**src/rtl/oven_pkg.sv**
```systemverilog
// Shared constants for the oven display blocks: segment glyphs
// (active-low {g,f,e,d,c,b,a}) and the digit slot numbering.
package oven_pkg;

    localparam logic [6:0] SEG_BLANK = 7'b1111111;
    localparam logic [6:0] SEG_DASH  = 7'b0111111;

    localparam logic [6:0] SEG_DIGIT [0:9] = '{
        7'b1000000,  // 0
        7'b1111001,  // 1
        7'b0100100,  // 2
        7'b0110000,  // 3
        7'b0011001,  // 4
        7'b0010010,  // 5
        7'b0000010,  // 6
        7'b1111000,  // 7
        7'b0000000,  // 8
        7'b0010000   // 9
    };

    localparam logic [1:0] D_MIN_ONES  = 2'd0;
    localparam logic [1:0] D_MIN_TENS  = 2'd1;
    localparam logic [1:0] D_HOUR_ONES = 2'd2;
    localparam logic [1:0] D_HOUR_TENS = 2'd3;

    // The scan state is the digit slot currently being driven.
    typedef enum logic [1:0] {
        SLOT_D0 = D_MIN_ONES,
        SLOT_D1 = D_MIN_TENS,
        SLOT_D2 = D_HOUR_ONES,
        SLOT_D3 = D_HOUR_TENS
    } slot_e;

endpackage

```
**src/rtl/oven_display_mux_bcd_to_seg7.sv**
```systemverilog
// Combinational BCD to 7-segment decoder (active-low). Codes 10-15 are not
// valid BCD and show a dash so a corrupted digit is visible on the panel.
import oven_pkg::*;

module bcd_to_seg7 (
    input  logic [3:0] bcd,
    output logic [6:0] seg
);

    // Glyph lookup with dash fallback for non-BCD codes.
    always_comb begin
        seg = SEG_DASH;
        case (bcd)
            4'd0:    seg = SEG_DIGIT[0];
            4'd1:    seg = SEG_DIGIT[1];
            4'd2:    seg = SEG_DIGIT[2];
            4'd3:    seg = SEG_DIGIT[3];
            4'd4:    seg = SEG_DIGIT[4];
            4'd5:    seg = SEG_DIGIT[5];
            4'd6:    seg = SEG_DIGIT[6];
            4'd7:    seg = SEG_DIGIT[7];
            4'd8:    seg = SEG_DIGIT[8];
            4'd9:    seg = SEG_DIGIT[9];
            default: seg = SEG_DASH;
        endcase
    end

endmodule

```
**src/rtl/oven_display_mux.sv**
```systemverilog
// Time-multiplexed driver for a common-anode 4-digit 7-segment display.
// Digits are snapshotted once per frame so a time-of-day rollover never tears
// across a scan; each slot opens with a guard period with all anodes off to
// suppress ghosting; hours-tens is blanked when zero; the colon blinks.
import oven_pkg::*;

module oven_display_mux #(
    parameter int REFRESH_DIV = 50000,
    parameter int GUARD       = 16,
    parameter int BLINK_DIV   = 25000000
) (
    input  logic       clk,
    input  logic       rst,
    input  logic       disp_en,
    input  logic [3:0] hour_tens,
    input  logic [3:0] hour_ones,
    input  logic [3:0] min_tens,
    input  logic [3:0] min_ones,
    output logic [6:0] seg,
    output logic       dp,
    output logic [3:0] an
);

    localparam int SLOT_W  = $clog2(REFRESH_DIV);
    localparam int BLINK_W = $clog2(BLINK_DIV);

    slot_e               state, state_next;
    logic [SLOT_W-1:0]   slot_cnt, slot_cnt_next;
    logic [BLINK_W-1:0]  blink_cnt;
    logic                colon_phase;
    logic                first_cycle;
    logic                disp_en_q;
    logic [3:0]          snap_ht, snap_ho, snap_mt, snap_mo;

    logic                slot_last;
    logic                in_guard;
    logic                snap_take;
    logic [3:0]          cur_digit;
    logic [6:0]          dec_seg;
    logic [6:0]          seg_next;
    logic [3:0]          an_next;
    logic                dp_next;

    assign slot_last = (slot_cnt == SLOT_W'(REFRESH_DIV - 1));
    assign in_guard  = (slot_cnt <  SLOT_W'(GUARD));

    // Latch a fresh frame after reset, on display enable, and at each 3->0 wrap.
    assign snap_take = first_cycle
                    || (disp_en && !disp_en_q)
                    || (disp_en && slot_last && (state == SLOT_D3));

    // Scan state register: current digit slot and position within the slot.
    always_ff @(posedge clk or posedge rst) begin
        if (rst) begin
            state    <= SLOT_D0;
            slot_cnt <= '0;
        end else begin
            state    <= state_next;
            slot_cnt <= slot_cnt_next;
        end
    end

    // Next-state: count through the slot, step the digit on wrap, park when dark.
    always_comb begin
        state_next    = state;
        slot_cnt_next = slot_cnt;
        if (!disp_en) begin
            state_next    = SLOT_D0;
            slot_cnt_next = '0;
        end else if (slot_last) begin
            slot_cnt_next = '0;
            case (state)
                SLOT_D0: state_next = SLOT_D1;
                SLOT_D1: state_next = SLOT_D2;
                SLOT_D2: state_next = SLOT_D3;
                default: state_next = SLOT_D0;
            endcase
        end else begin
            slot_cnt_next = slot_cnt + 1'b1;
        end
    end

    // Frame snapshot plus edge/first-cycle bookkeeping for when to take it.
    always_ff @(posedge clk or posedge rst) begin
        if (rst) begin
            snap_ht     <= 4'd0;
            snap_ho     <= 4'd0;
            snap_mt     <= 4'd0;
            snap_mo     <= 4'd0;
            first_cycle <= 1'b1;
            disp_en_q   <= 1'b0;
        end else begin
            first_cycle <= 1'b0;
            disp_en_q   <= disp_en;
            if (snap_take) begin
                snap_ht <= hour_tens;
                snap_ho <= hour_ones;
                snap_mt <= min_tens;
                snap_mo <= min_ones;
            end
        end
    end

    // Colon half-period timer; free-running regardless of disp_en.
    always_ff @(posedge clk or posedge rst) begin
        if (rst) begin
            blink_cnt   <= '0;
            colon_phase <= 1'b0;
        end else if (blink_cnt == BLINK_W'(BLINK_DIV - 1)) begin
            blink_cnt   <= '0;
            colon_phase <= ~colon_phase;
        end else begin
            blink_cnt   <= blink_cnt + 1'b1;
        end
    end

    // Pick the snapshot digit belonging to the current slot.
    always_comb begin
        cur_digit = snap_mo;
        case (state)
            SLOT_D0: cur_digit = snap_mo;
            SLOT_D1: cur_digit = snap_mt;
            SLOT_D2: cur_digit = snap_ho;
            SLOT_D3: cur_digit = snap_ht;
            default: cur_digit = snap_mo;
        endcase
    end

    bcd_to_seg7 u_dec (
        .bcd (cur_digit),
        .seg (dec_seg)
    );

    // Output pattern for the current slot: guard, leading-zero blank, colon.
    always_comb begin
        an_next  = 4'b1111;
        seg_next = SEG_BLANK;
        dp_next  = 1'b1;
        if (disp_en) begin
            seg_next = ((state == SLOT_D3) && (snap_ht == 4'd0)) ? SEG_BLANK : dec_seg;
            if (!in_guard) begin
                case (state)
                    SLOT_D0: an_next = 4'b1110;
                    SLOT_D1: an_next = 4'b1101;
                    SLOT_D2: an_next = 4'b1011;
                    SLOT_D3: an_next = 4'b0111;
                    default: an_next = 4'b1111;
                endcase
                dp_next = !((state == SLOT_D2) && colon_phase);
            end
        end
    end

    // Registered display outputs so anode and segment change on the same edge.
    always_ff @(posedge clk or posedge rst) begin
        if (rst) begin
            an  <= 4'b1111;
            seg <= SEG_BLANK;
            dp  <= 1'b1;
        end else begin
            an  <= an_next;
            seg <= seg_next;
            dp  <= dp_next;
        end
    end

endmodule

```
**config.mk**
```make
export PLATFORM = sky130hd
export DESIGN_NAME = oven_display_mux
export DESIGN_NICKNAME = d
export VERILOG_FILES = /design/src/rtl/oven_pkg.sv /design/src/rtl/oven_display_mux_bcd_to_seg7.sv /design/src/rtl/oven_display_mux.sv
export SDC_FILE = /design/constraint.sdc
export NUM_CORES = 1
export LEC_CHECK = 0
export CAP_MARGIN = 20
export CORE_ASPECT_RATIO = 1.1
export CORE_UTILIZATION = 45
export DETAILED_ROUTE_END_ITERATION = 16
export GPL_TIMING_DRIVEN = 0
export SYNTH_ARGS = -nofsm -noshare
export SYNTH_HDL_FRONTEND = slang
export SYNTH_SLANG_ARGS = --single-unit
```
**constraint.sdc**
```tcl
create_clock -name clk -period 5.3 [get_ports clk]
set_clock_uncertainty 0.15 [all_clocks]
set_input_delay 0.795 -clock clk [delete_from_list [all_inputs] [get_ports clk]]
set_output_delay 0.795 -clock clk [all_outputs]
set_load 0.005 [all_outputs]
```
; Word-level counts from Yosys, hierarchy flattened
; Memories as Yosys holds them, arrays and structs flattened.
; Index checks and enable logic that the tools add are counted.
[totals]
output_inout_bits = 12
inputBits = 19
mem_count = 1
rom_bits = 112
ff_bits = 74
elab_cells = 49
[mem_list]
columns = name, words, width, rd, rd_clocked_by_memory_dff, wr, line_no
row1 = (no name shown), 16, 7, 1, 0, 0, oven_display_mux_bcd_to_seg7.sv:13  ; case (bcd)
[op_classes]
muxes = 14
eq_ne = 6
reduce_logical = 11
n_lt_le_gt_ge = 1
n_addsub = 2
bitwise = 1
[ops]
columns = cell, n
row1 = $mux W16, 2
row2 = $pmux W4 S4, 2
row3 = $add A25 B1 Y25 const B, 1
row4 = $eq A25 B25 Y1 const B, 1
row5 = $mux W25, 1
row6 = $add A16 B1 Y16 const B, 1
row7 = $eq A16 B16 Y1 const B, 1
row8 = $lt A16 B5 Y1 const B, 1
row9 = $mux W7, 2
row10 = $mux W4, 2
row11 = $pmux W2 S3, 1
row12 = $logic_and A1 B1 Y1, 5
row13 = $eq A2 B2 Y1 const B, 2
row14 = $logic_not A4 Y1, 1
row15 = $mux W2, 2
row16 = $eq A2 B1 Y1 const B, 1
row17 = $logic_not A1 Y1, 2
row18 = $logic_not A2 Y1, 1
row19 = $logic_or A1 B1 Y1, 2
row20 = $mux W1, 2
row21 = $ne A2 B1 Y1 const B, 1
row22 = $not A1 Y1, 1

; Longest topological paths before layout
; Gate-level depths: netlist of the first run.
[logic_depth]
ltp_word = 5
depth_mapped = 9

; By module
; A second synthesis of the first run with hierarchy kept.
[unflattened]
cells_unflattened = 333
area_unflattened_um2 = 3718.6
[by_module_without_submodules]
columns = mod, seq_area_each_um2, instances, cells_each, area_each_um2
row1 = oven_display_mux, 1868.0, 1, 302, 3478.3
row2 = bcd_to_seg7, 0.0, 1, 31, 240.2

; Worst setup path after synthesis of the first run
; Ideal clock, no wire load.
[synth_path]
path_kind = register to register
startpoint = register slot_cnt[0]
endpoint = register snap_ho[0]
arrival_time_ps = 1932
stages_incl_launch_ff = 8
slack_ps = 3093
setup_time_ps = 125
n_path_buf = 2
t_required_ps = 5025
cell_sequence = dfrtp_1 ha_1 and4_1 and4_1 clkbuf_1 o22ai_2 buf_2 mux2_2
[synth_between]
elab_chain_len = 4
[synth_rtl]
columns = element, line_no
row1 = from (decl), oven_display_mux.sv:28  ; logic [SLOT_W-1:0] slot_cnt, slot_cnt_next;
row2 = from (signal assigned), oven_display_mux.sv:59  ; slot_cnt <= slot_cnt_next;
row3 = $eq A16 B16 Y1, oven_display_mux.sv:44  ; assign slot_last = (slot_cnt == SLOT_W'(REFRESH_DIV - 1));
row4 = $logic_and A1 B1 Y1 (2 in a row), oven_display_mux.sv:50  ; || (disp_en && slot_last && (state == SLOT_D3));
row5 = $logic_or A1 B1 Y1, oven_display_mux.sv:50
row6 = to (signal assigned), oven_display_mux.sv:97  ; snap_ho <= hour_ones;
row7 = to (decl), oven_display_mux.sv:33  ; logic [3:0] snap_ht, snap_ho, snap_mt, snap_mo;
; Every way passes these cells.
; A chain may end at the register's enable or synchronous reset.

; Worst setup path in the final report of the first run
[layout_path]
startpoint = register state[0]
endpoint = register seg[0]
[layout_between]
elab_chain_len = 5
word_cells_on_any_way = 9
classes_between = 3 x eq/ne / 3 x mux / 2 x reduce/logical / 1 x memory
[layout_rtl]
columns = element, line_no
row1 = from (decl), oven_display_mux.sv:27  ; slot_e state, state_next;
row2 = from (signal assigned), oven_display_mux.sv:58  ; state <= state_next;
row3 = "$eq A2 B2 Y1, or another cell as far along", "oven_display_mux.sv:120, oven_display_mux.sv:140"
row4 = $pmux W4 S4, oven_display_mux.sv:120  ; case (state)
row5 = $mem_v2 Z16 W7, --
row6 = $mux W7 *, oven_display_mux.sv:140  ; seg_next = ((state == SLOT_D3) && (snap_ht == 4'd0)) ? SEG_BLANK : dec_seg;
row7 = $mux W7 *, oven_display_mux.sv:139  ; if (disp_en) begin
row8 = net seg_next[0], oven_display_mux.sv:40  ; logic [6:0] seg_next;
row9 = to (signal assigned), oven_display_mux.sv:162  ; seg <= seg_next;
row10 = to (decl), oven_display_mux.sv:19  ; output logic [6:0] seg,
; Mark *: on every way through the listed nets, which the timed path passes. The rest lies on a longest branch.

==> impl.org, run 1 <==
** Run status
- The run finished with clean final reports.

** Floorplanning
- Row generation in the floorplan step produced 33 rows.
- Placeable Area :: 7556 µm²
- From bottom edge to top edge, the die measures 95.27 µm.
- Initial Utilization :: 0.4709
- Die span in x :: 86.79 µm
- For this design the top-level I/O count stands at 31.
- The die covers 8268 µm².

** STA
- Final hold slack :: 0.3059 ns
- Measured against its own limit, the worst slew margin works out to 0.5286.
- Setup repair after global routing left no endpoint under its margin.
- Final-layout setup total negative slack :: 0 ns
- Least-Margin Pin Slew :: 0.7007 ns
- Period Utilization, post-route :: 0.4746
- Max-slew violation count :: 0
- Total count of hold-check failures in the final report :: 0
- Post-layout min period :: 2.515 ns
- Setup violations remaining at the end of the flow were counted as 0.
- Static timing analysis puts the maximum clock frequency at 397.5 MHz.

** Synthesis
- Synthesis produced a netlist whose cell count is 330.
- Number of unique standard cell types used by synthesis :: 47
- Dominant cells by area after synthesis :: dfrtp_1 (43%), dfstp_2 (9.6%), mux2_2 (5.7%)
- In this run the cell area of the synthesized design comes to 3558 µm².
- Prevailing post-synth register cell :: dfrtp_1
- Post-synth top area cell :: dfrtp_1
- After synthesis the netlist holds a flip-flop and latch count of 74.
- Area share of the largest cell type after synthesis :: 0.4290
- Number of enable flip-flop cells after synthesis :: 0
- Of the synthesized area, sequential elements account for 0.5250.
- For this run, asynchronously set or reset flops after synthesis account for 1.000.
- During synthesis, Yosys emitted a total of 0 warnings.
- Synthesized area per cell :: 10.78 µm²
- Counting every net in the synthesized netlist gives 358.

** Layout
- Fill cells in the final layout number 674.
- For this run, the post-layout net count is 400.
- The multi-input combinational cells in the finished layout cover a total of 1588 µm².
- The library cell used most frequently in the layout, excluding fill and tap cells, is dfrtp_1.
- The finished layout holds 482 standard cells, fillers aside.
- Most frequent cells in the layout :: dfrtp_1 (61), clkdlybuf4s50_1 (30), nor2_1 (29), nand3_1 (23), nand2_1 (19)
- Area growth, synth to finish :: 17.86%
- The repair_antennas step left the layout with diodes totalling 0.
- Share of post-route cells with drive strength above 1 :: 0.1618
- Registers take 1868 µm².

** GRT
- The first global-routing pass estimated 11,670 µm of wire.
- Met1 Resource Use GR :: 0.2513
- Vias in the first global route :: 2,426
- GR met2 Demand/Resource :: 0.2946
- The initial antenna violation count came to 0.
- In the global route stage, met3 resource usage came out at 0.03550.
- Pin count of the biggest net entering global routing :: 71
- Across every metal layer, demand over resource in global routing totals 0.1860.
- Highest-utilization routing layer at the global route stage :: met2
- For this run the aggregate overflow at the end of global routing stands at 0.

** Drt
- Starting DRT DRC Count :: 141
- Via density per instance :: 5.429
- For this run, design rule violations remaining after detail routing come to 0.
- The detail route stage leaves a number of antenna-violating nets equal to 0.
- The final route contains 2,617 vias.
- The pre-antenna-repair detailed-routing pass consisted of 4 iterations.
- After detailed routing, the average wire length per cell comes to 14.67 µm.
- Routed wire length :: 7070 µm

** Power and ir drop
- IR drop worst, VDD :: 0.0001182 V
- Summed over all cells, the static leakage comes to 1.765 nW.
- Dividing total power by cell area gives a power density of 267.8 nW/µm².
- Total Power :: 1.123 mW

** CTS
- After clock tree synthesis, the clock-pin slew on the worst setup and hold paths is 0.08 ns.
- TritonCTS clock tree :: yes
- CTS max path bufs :: 2
- Post-CTS repair changed the size of 0 cells.
- Number of buffers created by CTS :: 9
- Total number of clock tree sinks :: 74
- Max H-tree Level :: 3
- Buffer type at the clock tree root :: clkbuf_8
- Number of hold buffers added after cts :: 0
- Clk_lat worst skew :: 0.34 ns
- # Post-CTS Setup Buffers :: 0

** Critical path
- Critical path origin :: state[0]
- STA puts the critical path data arrival time at 2.65 ns.
- Crit path max-delay cell type :: or4b_2
- At the worst endpoint, the required time is 5.43 ns.
- STA classifies the critical path startpoint as a register.
- STA classifies the critical path endpoint as a register.
- For the worst flop-to-flop path, the logic depth is 7.
- Of all nets on the critical path, the largest fanout is 10.
- Dominant delay contributor by cell family on the critical path :: simple AND/OR/NAND/NOR gates
- The critical path runs through a total of 7 cells.
- Worst setup path category :: reg2reg
- Reg-to-reg startpoint :: state[0]
- Together, buffers and inverters on the worst path number 2.
- Crit Reg-Reg Endpoint :: seg[0]
- Across all register-to-register paths, the minimum setup slack is 2.78 ns.
- Highest cell delay on the worst timing path :: 0.75 ns
- Walking the worst path, the cells encountered are inv_1, ha_1, a22oi_1, a22o_1, clkinv_1, or4b_2, nand3_1.

** Hold path
- Startpoint of the most critical hold path :: colon_phase
- WHS Endpoint :: dp
- Counting instances, the worst hold path has a depth of 1.
- The tightest min-delay check is of the reg2reg type.

** Job
- Maxcap violations :: 0

** Placement
- Placed Instances :: 466
- Routability-driven placement finished with a final weighted congestion of 0.7910.
- Port buffering added 30 buffers.
- Post-DP HPWL :: 4824 µm
==> state kept, by name, summed over array words and instances, names as in the netlist, 2 cells and up <==
| register | count |
|---|---|
| snap_mo | 4 |
| state | 2 |
| blink_cnt | 25 |
| seg | 7 |
| an | 4 |
| snap_mt | 4 |
| snap_ho | 4 |
| slot_cnt | 16 |
| snap_ht | 4 |
==> report_power, final <==
| part | leakage [nW] | switching [mW] | internal, mW |
|---|---|---|---|
| Clock | 0.0932 | 0.205 | 0.194 |
| Sequential | 0.933 | 0.0135 | 0.597 |
| Combinational | 0.738 | 0.0544 | 0.0591 |
| Total | 1.76 | 0.273 | 0.850 |
==> stage by stage <==
step | util | setup WS, ns | cell area (µm²)
after CTS | 0.5551 | 2.739 | 4194
after global placement | 0.5281 | 1.227 | 3990
after detailed placement | 0.5320 | 2.404 | 4020
final | 0.5551 | 2.785 | 4194
after global routing | 0.5551 | 2.620 | 4194
after floorplan | - | 2.495 | 3558
==> synthesized netlist by cell type, drive strengths merged (3+ instances only) <==
master,instances
mux2i,6
nor3,4
dfstp,13
nand4,7
nor2,29
nor4,6
a21oi,13
buf,4
inv,14
and4,7
or4,6
clkbuf,7
mux2,18
nand3,25
or3,5
nand2,19
and3,6
o31ai,5
ha,9
dfrtp,61
xnor2,9
a222oi,3
xor2,17
o21ai,13
==> metal layers <==
| layer | vias up | wire length, µm |
|---|---|---|
| met5 | - | 0 |
| met4 | 0 | 87 |
| met3 | 8 | 212 |
| met2 | 55 | 3341 |
| met1 | 1290 | 3429 |
| li1 | 1264 | - |
==> area by class of cell <==
type / count / area share
clock buffer: 13 / 0.03789
multi-input combinational: 230 / 0.3786
inverter: 15 / 0.01402
clock inverter: 3 / 0.003580
buffer: 11 / 0.01104
tap: 105 / 0.03132
sequential: 74 / 0.4454
timing repair buffer: 31 / 0.07816
==> worst max-delay path by stage <==
stage / endpoint / slack, ns
after global placement: snap_mt[3] / 1.23
final: seg[0] / 2.78
after global routing: snap_mo[0] / 2.62
after floorplan: blink_cnt[0] / 2.49
after CTS: snap_mo[1] / 2.74
after detailed placement: snap_ho[2] / 2.40
==> kinds of logic after synthesis <==
group / synth area share
AOI/OAI and AO/OA: 0.08017
xor gates and xnor gates: 0.06399
adders and majority gates: 0.03165
buffers and inverters: 0.02883
DFF: 0.5250
muxes: 0.07384
other: 0.001054
and+or+nand+nor: 0.1955
(Power assumes the default switching activity.)
==> run 2, diff against run 1 <==
- PLACE_DENSITY: unset -> 0.67
- clock period: 5.3 -> 2.2 ns (I/O delays scaled with it)
==> impl.org, run 2 (same netlist as run 1, synthesis figures left out) <==
** Floorplanning
- Row Count :: 33 (unchanged)
- Die span in x :: 86.79 µm (unchanged)
- The height of the chip was 95.27 µm (unchanged).
- The placeable core region is 7556 µm² (unchanged).
- Floorplan die area :: 8268 µm² (unchanged)
- The number of ports placed on the die boundary is 31 (unchanged).
- Initial Utilization :: 0.4709 (unchanged)

** Layout
- Post-layout nets :: 417 (was 400)
- The fraction of layout instances using a drive strength above 1 was 0.2995 (was 0.1618).
- Commonest non-fill, non-tap cell in the layout :: dfrtp_1 (unchanged)
- Area growth, synth to finish :: 27.11% (was 17.86%)
- Final Instance Area :: 4523 µm² (was 4194 µm²)
- Cell Count, Final, Fillers Out :: 499 (was 482)
- The number of diodes came to 0 (unchanged).
- Most frequent cells in the layout :: dfrtp_1 (52), clkdlybuf4s50_1 (30), nor2_1 (29), nand3_1 (21), nand2_1 (19) (was dfrtp_1 (61), clkdlybuf4s50_1 (30), nor2_1 (29), nand3_1 (23), nand2_1 (19))
- Register bank with the most flops :: blink_cnt (unchanged)
- The number of flip-flops in the largest register is 25 (unchanged).
- Regs by FF count: blink_cnt (25), slot_cnt (16), seg (7) (unchanged).
- The share of the core filled with cells is 0.5986 (was 0.5551).
- The fill cell instance count of the final layout is 632 (was 674).

** Power and ir drop
- The overall power after layout is 2.789 mW (was 1.123 mW).
- The maximum vdd ir drop was 0.0002596 V (was 0.0001182 V).
- The switching power summed over all nets is 0.7283 mW (was 0.2729 mW).
- The sequential fraction of design power came to 0.528 (was 0.543).
- The cell-internal power was 2.060 mW (was 0.8501 mW).
- The leakage power is 1.867 nW (was 1.765 nW).
- Share of power burned in the clock network :: 0.356 (was 0.355)
- The switching power as a share of total power came to 0.2612 (was 0.2430).
- Power Dens Cells :: 616.5 nW/µm² (was 267.8 nW/µm²)
- Relative contribution of combinational cells to total power :: 0.115 (was 0.101)

** GRT
- Vias in the first global route :: 2,609 (was 2,426)
- The initial antenna violation count is 0 (unchanged).
- The pin count of the biggest net entering global routing is 40 (was 71).
- The wire length of the first global-routing pass is 11,940 µm (was 11,670 µm).
- The total overflow reported by the global router came to 0 (unchanged).
- Tot GR Track Use :: 0.1923 (was 0.1860)

** STA
- The final period utilization was 0.9780 (was 0.4746).
- The measured slew at the worst slew-check pin was 0.8437 ns (was 0.7007 ns).
- Post-layout min period :: 2.152 ns (was 2.515 ns)
- The total negative setup slack is 0 ns (unchanged).
- Peak Freq :: 464.8 MHz (was 397.5 MHz)
- The number of failing setup endpoints in the final timing report was 0 (unchanged).
- Final hold slack :: 0.3085 ns (was 0.3059 ns)
- The number of max-slew violations in the final report is 0 (unchanged).
- The worst max-slew margin expressed relative to the limit is 0.4363 (was 0.5286).
- Setup WS post-layout :: 0.04835 ns (was 2.785 ns)
- The number of endpoints with negative hold slack in the final report came to 0 (unchanged).

** CTS
- The total number of H-tree levels was 3 (unchanged).
- TritonCTS clock tree :: yes (unchanged)
- CTS max path bufs :: 2 (unchanged)
- The count of hold-fix buffers inserted at cts came to 0 (unchanged).
- The worst-skew pair later-pin latency is 0.36 ns (was 0.34 ns).
- Worst-path clk slew :: 0.09 ns (was 0.08 ns)
- The cell chosen for the clock root is clkbuf_8 (unchanged).
- Total number of clock tree sinks :: 74 (unchanged)
- Number of buffers created by CTS :: 9 (unchanged)

** Placement
- Post-DP HPWL :: 4738 µm (was 4824 µm)
- RD Place Congestion :: 0.7998 (was 0.7910)
- The number of input and output port buffers inserted was 30 (unchanged).
- Cell Area, Placed :: 4018 µm² (was 4020 µm²)
- The post-placement worst setup slack is -0.2320 ns (was 2.404 ns).
- The total instance count after detailed placement was 466 (unchanged).

** Drt
- Starting DRT DRC Count :: 137 (was 141)
- Drt drc :: 0 (unchanged)
- Drt first pass iters :: 5 (was 4)
- The mean number of vias per cell came to 5.339 (was 5.429).
- Count of vias placed by the detailed router :: 2,664 (was 2,617)
- The routed wire length came to 7413 µm (was 7070 µm).
- Average detailed-routed wire length per instance :: 14.86 µm (was 14.67 µm)
- Routed Antenna Nets :: 0 (unchanged)

** Critical path
- By instance count, the cell type seen most on the critical path is buf_6.
- Sum of buffers and inverters on the critical path :: 3 (was 2)
- The largest fanout of any net on the critical path is 9 (was 10).
- Dominant delay contributor by cell family on the critical path :: compound AO/OA/AOI/OAI gates (was simple AND/OR/NAND/NOR gates)
- The startpoint type of the worst setup path is a register (unchanged).
- Worst setup path category :: reg2reg (unchanged)
- Cell-by-cell trace of the critical path: buf_6, ha_4, a22oi_2, a22o_1, clkinv_2, buf_6, ha_1, nor3b_2, o21ai_1 (was inv_1, ha_1, a22oi_1, a22o_1, clkinv_1, or4b_2, nand3_1).
- The data arrival time at the worst-slack endpoint was 2.25 ns (was 2.65 ns).
- Reg-to-reg slack, setup :: 0.05 ns (was 2.78 ns)
- The critical path required time came to 2.30 ns (was 5.43 ns).
- Highest cell delay on the worst timing path :: 0.47 ns (was 0.75 ns)
- Crit path max-delay cell type :: dfrtp_2 (was or4b_2)
- Nature of the critical path endpoint :: register (unchanged)

** Hold path
- Min-delay worst type :: reg2reg (unchanged)

** Job
- The max-cap check violation count was 0 (unchanged).

** Run status
- Outcome: finished, final reports clean (unchanged).
[run 2: cell type report]
type	count	area (µm²)	area share
clock buffers	10	137.6	0.03043
multi-input cells	230	1737	0.3840
inverters	15	61.31	0.01355
repair buffers	50	470.5	0.1040
plain buffers	9	57.56	0.01272
clock inverters	6	48.80	0.01079
flip-flops and latches	74	1879	0.4155
well taps	105	131.4	0.02905
[run 2: routing by layer]
metal,vias to the layer above,track usage,wire [µm]
met4,0,0.09306,91
met1,1300,0.2403,3400
met5,-,0,0
met3,6,0.04329,271
met2,60,0.3156,3649
li1,1298,-,-
[run 2: what timing repair did]
item / CTS / global route
resized for setup: 12 / 45
buffers inserted: 7 / 12
setup endpoints to repair: 37 / 47
pin swaps: 4 / 7
[run 2: worst register-to-register path: cells and delay by family (launching register included)]
kind,cells,cell delay (ns)
AO/OA/AOI/OAI,3,0.50
flip-flops,1,0.47
adder cells (fa/ha/maj),2,0.38
buffers and inverters,3,0.37
AND/OR/NAND/NOR,1,0.18
[run 2: worst paths after layout]
path,startpoint,end,depth (start not counted)
worst max-delay path,state[1],seg[5],9
worst max register to register,state[1],seg[5],9
worst min-delay path,colon_phase,dp,1
max in group asynchronous,rst,dp,3
min in group asynchronous,rst,slot_cnt[10],2
worst min register to register,colon_phase,dp,1
[run 2: power groups by stage]
stage               logic [mW]  registers [mW]  clock network, mW
global placement         0.265            1.49                  0
global route             0.359            1.48               1.08
detailed placement       0.273            1.50                  0
CTS                      0.299            1.47               1.02
floorplan                0.161            1.49                  0
finish                   0.322            1.47              0.994
==> run 3, diff against run 2 <==
- SETUP_SLACK_MARGIN: unset -> 0.02
==> impl.org, run 3 (same netlist as run 1, synthesis figures left out) <==
** STA
- Peak Freq :: 467.8 MHz (was 464.8 MHz)
- The total negative setup slack is 0 ns (unchanged).
- Period Utilization, post-route :: 0.9717 (was 0.9780)
- The number of failing setup endpoints in the final timing report came to 0 (unchanged).
- The worst max-slew margin expressed relative to the limit came to 0.4374 (was 0.4363).
- The number of max-slew violations in the final report was 0 (unchanged).
- The measured slew at the worst slew-check pin was 0.8422 ns (was 0.8437 ns).
- The final period demand of the worst path is 2.138 ns (was 2.152 ns).
- Setup repair after global routing could not meet its margin everywhere.
- The number of endpoints with negative hold slack in the final report is 0 (unchanged).

** CTS
- The total number of H-tree levels was 3 (unchanged).
- The clock-pin slew on the worst setup and hold paths was 0.09 ns (about the same).
- The cell chosen for the clock root is clkbuf_8 (unchanged).
- Number of hold buffers added after cts :: 0 (unchanged)
- Total number of clock tree sinks :: 74 (unchanged)
- TritonCTS clock tree :: yes (unchanged)
- CTS max path bufs :: 2 (unchanged)
- The number of buffers inserted during clock tree synthesis is 9 (unchanged).
- The worst-skew pair later-pin latency was 0.36 ns (about the same).

** Power and ir drop
- IR drop worst, VDD :: 0.0002601 V (was 0.0002596 V)
- The areal power density over the cells is 615.3 nW/µm² (was 616.5 nW/µm²).
- Total Power :: 2.783 mW (was 2.789 mW)
- The leakage power is 1.868 nW (was 1.867 nW).

** GRT
- The pin count of the biggest net entering global routing came to 40 (unchanged).
- Vias in the first global route :: 2,609 (unchanged)
- The total overflow reported by the global router is 0 (unchanged).
- Tot GR Track Use :: 0.1923 (unchanged)
- The wire length of the first global-routing pass was 11,940 µm (unchanged).
- The initial antenna violation count is 0 (unchanged).

** Layout
- The signed area change from the synthesized netlist to the final layout is 27.11% (unchanged).
- The fraction of layout instances using a drive strength above 1 came to 0.2970 (was 0.2995).
- The largest register by flop count was blink_cnt (unchanged).
- Area of the multi-input gates :: 1735 µm² (was 1737 µm²)
- Final core utilization :: 0.5986 (unchanged)
- The fill cell instance count of the final layout was 634 (was 632).
- The number of diodes is 0 (unchanged).
- The number of flip-flops in the largest register came to 25 (unchanged).
- The most common library cell in the layout ignoring fill and taps was dfrtp_1 (unchanged).
- Post-layout nets :: 417 (unchanged)
- Most frequent cells in the layout :: dfrtp_1 (52), clkdlybuf4s50_1 (30), nor2_1 (29), nand3_1 (21), nand2_1 (19) (unchanged)
- Regs by FF count :: blink_cnt (25), slot_cnt (16), seg (7) (unchanged)
- The area occupied by registers is 1879 µm² (unchanged).

** Critical path
- The category of the critical setup timing path is reg2reg (unchanged).
- The critical path required time is 2.34 ns (was 2.30 ns).
- The largest fanout of any net on the critical path was 9 (unchanged).
- The type of destination of the critical path is a register (unchanged).
- Critical Path Source Type :: register (unchanged)
- The data arrival time at the worst-slack endpoint was 2.27 ns (was 2.25 ns).

** Placement
- Post-DP HPWL :: 4738 µm (unchanged)
- RD Place Congestion :: 0.7998 (unchanged)
- Number of buffer cells added on primary ports :: 30 (unchanged)

** Drt
- Drt drc :: 0 (unchanged)
- The number of iterations in the first detailed-routing pass came to 4 (was 5).
- Via density per instance :: 5.337 (was 5.339)
- The count of antenna-violating nets left after detailed routing was 0 (unchanged).
- Routed wire length :: 7438 µm (was 7413 µm)
- Starting DRT DRC Count :: 110 (was 137)
- The routed length per placed instance came to 14.91 µm (was 14.86 µm).
- The number of vias after detailed routing is 2,663 (was 2,664).

** Floorplanning
- The starting density of the core is 0.4709 (unchanged).
- The height of the chip was 95.27 µm (unchanged).
- The number of rows created at floorplan came to 33 (unchanged).
- The width of the die came to 86.79 µm (unchanged).
- Floorplan die area :: 8268 µm² (unchanged)
- Ports placed on the boundary :: 31 (unchanged)
- The placeable core region came to 7556 µm² (unchanged).

** Run status
- Outcome: finished, final reports clean (unchanged).

** Hold path
- The class of the tightest hold or removal check is reg2reg (unchanged).

** Job
- Maxcap violations :: 0 (unchanged)
-- run 3: per-layer routing --
metal  GRT usage  share of wire  vias up
met5           0              0        -
met4     0.09306          0.014        0
met3     0.04329          0.038        8
met2      0.3156           0.49       57
met1      0.2403           0.46     1290
li1            -              -     1308
-- run 3: final timing paths --
kind	cells after the start	slack, ns	from	end
max	10	0.06	state[1]	seg[4]
min	1	0.31	slot_cnt[0]	slot_cnt[0]
max reg2reg	10	0.06	state[1]	seg[4]
min reg2reg	1	0.31	slot_cnt[0]	slot_cnt[0]
max in group asynchronous	3	0.87	rst	dp
min in group asynchronous	2	0.33	rst	slot_cnt[10]
-- run 3: layout make-up --
| class | instances | share of cell area |
|---|---|---|
| flip-flops and latches | 74 | 0.4155 |
| clock buffers | 10 | 0.03043 |
| repair buffers | 50 | 0.1032 |
| plain buffers | 9 | 0.01328 |
| multi-input cells | 230 | 0.3837 |
| inverters | 15 | 0.01411 |
| clock inverters | 6 | 0.01079 |
| well taps | 105 | 0.02905 |
-- run 3: power by group --
group          switching (mW)  internal (mW)  leakage (nW)  total [mW]
Combinational           0.151          0.171         0.862       0.322
Clock                   0.536          0.451        0.0859       0.988
Sequential             0.0356           1.44         0.920        1.47
-- run 3: critical path: stages (launching register included) --
cell and delay [ns]:
dfrtp_2 0.46, inv_2 0.08, ha_1 0.19, buf_6 0.13
a21oi_2 0.10, a22o_1 0.20, clkinv_2 0.09, buf_6 0.14
ha_1 0.22, and3_1 0.17, o21ai_1 0.12
-- run 3: what timing repair did --
| item | CTS | global route |
|---|---|---|
| pin swaps | 4 | 11 |
| buffers inserted | 7 | 12 |
| setup endpoints to repair | 39 | 47 |
| resized for setup | 13 | 45 |
-- run 3: through the flow --
stage               worst slack (ns)  hold slack, ns  instances  instance area [µm²]
detailed placement           -0.2320          0.2961        466                 4018
CTS                          0.02605          0.3082        489                 4304
floorplan                    0.04159          0.2114        330                 3566
global route                -0.04439          0.3059        499                 4523
global placement             -0.2198          0.2851        465                 3998
finish                       0.06227          0.3101        499                 4523
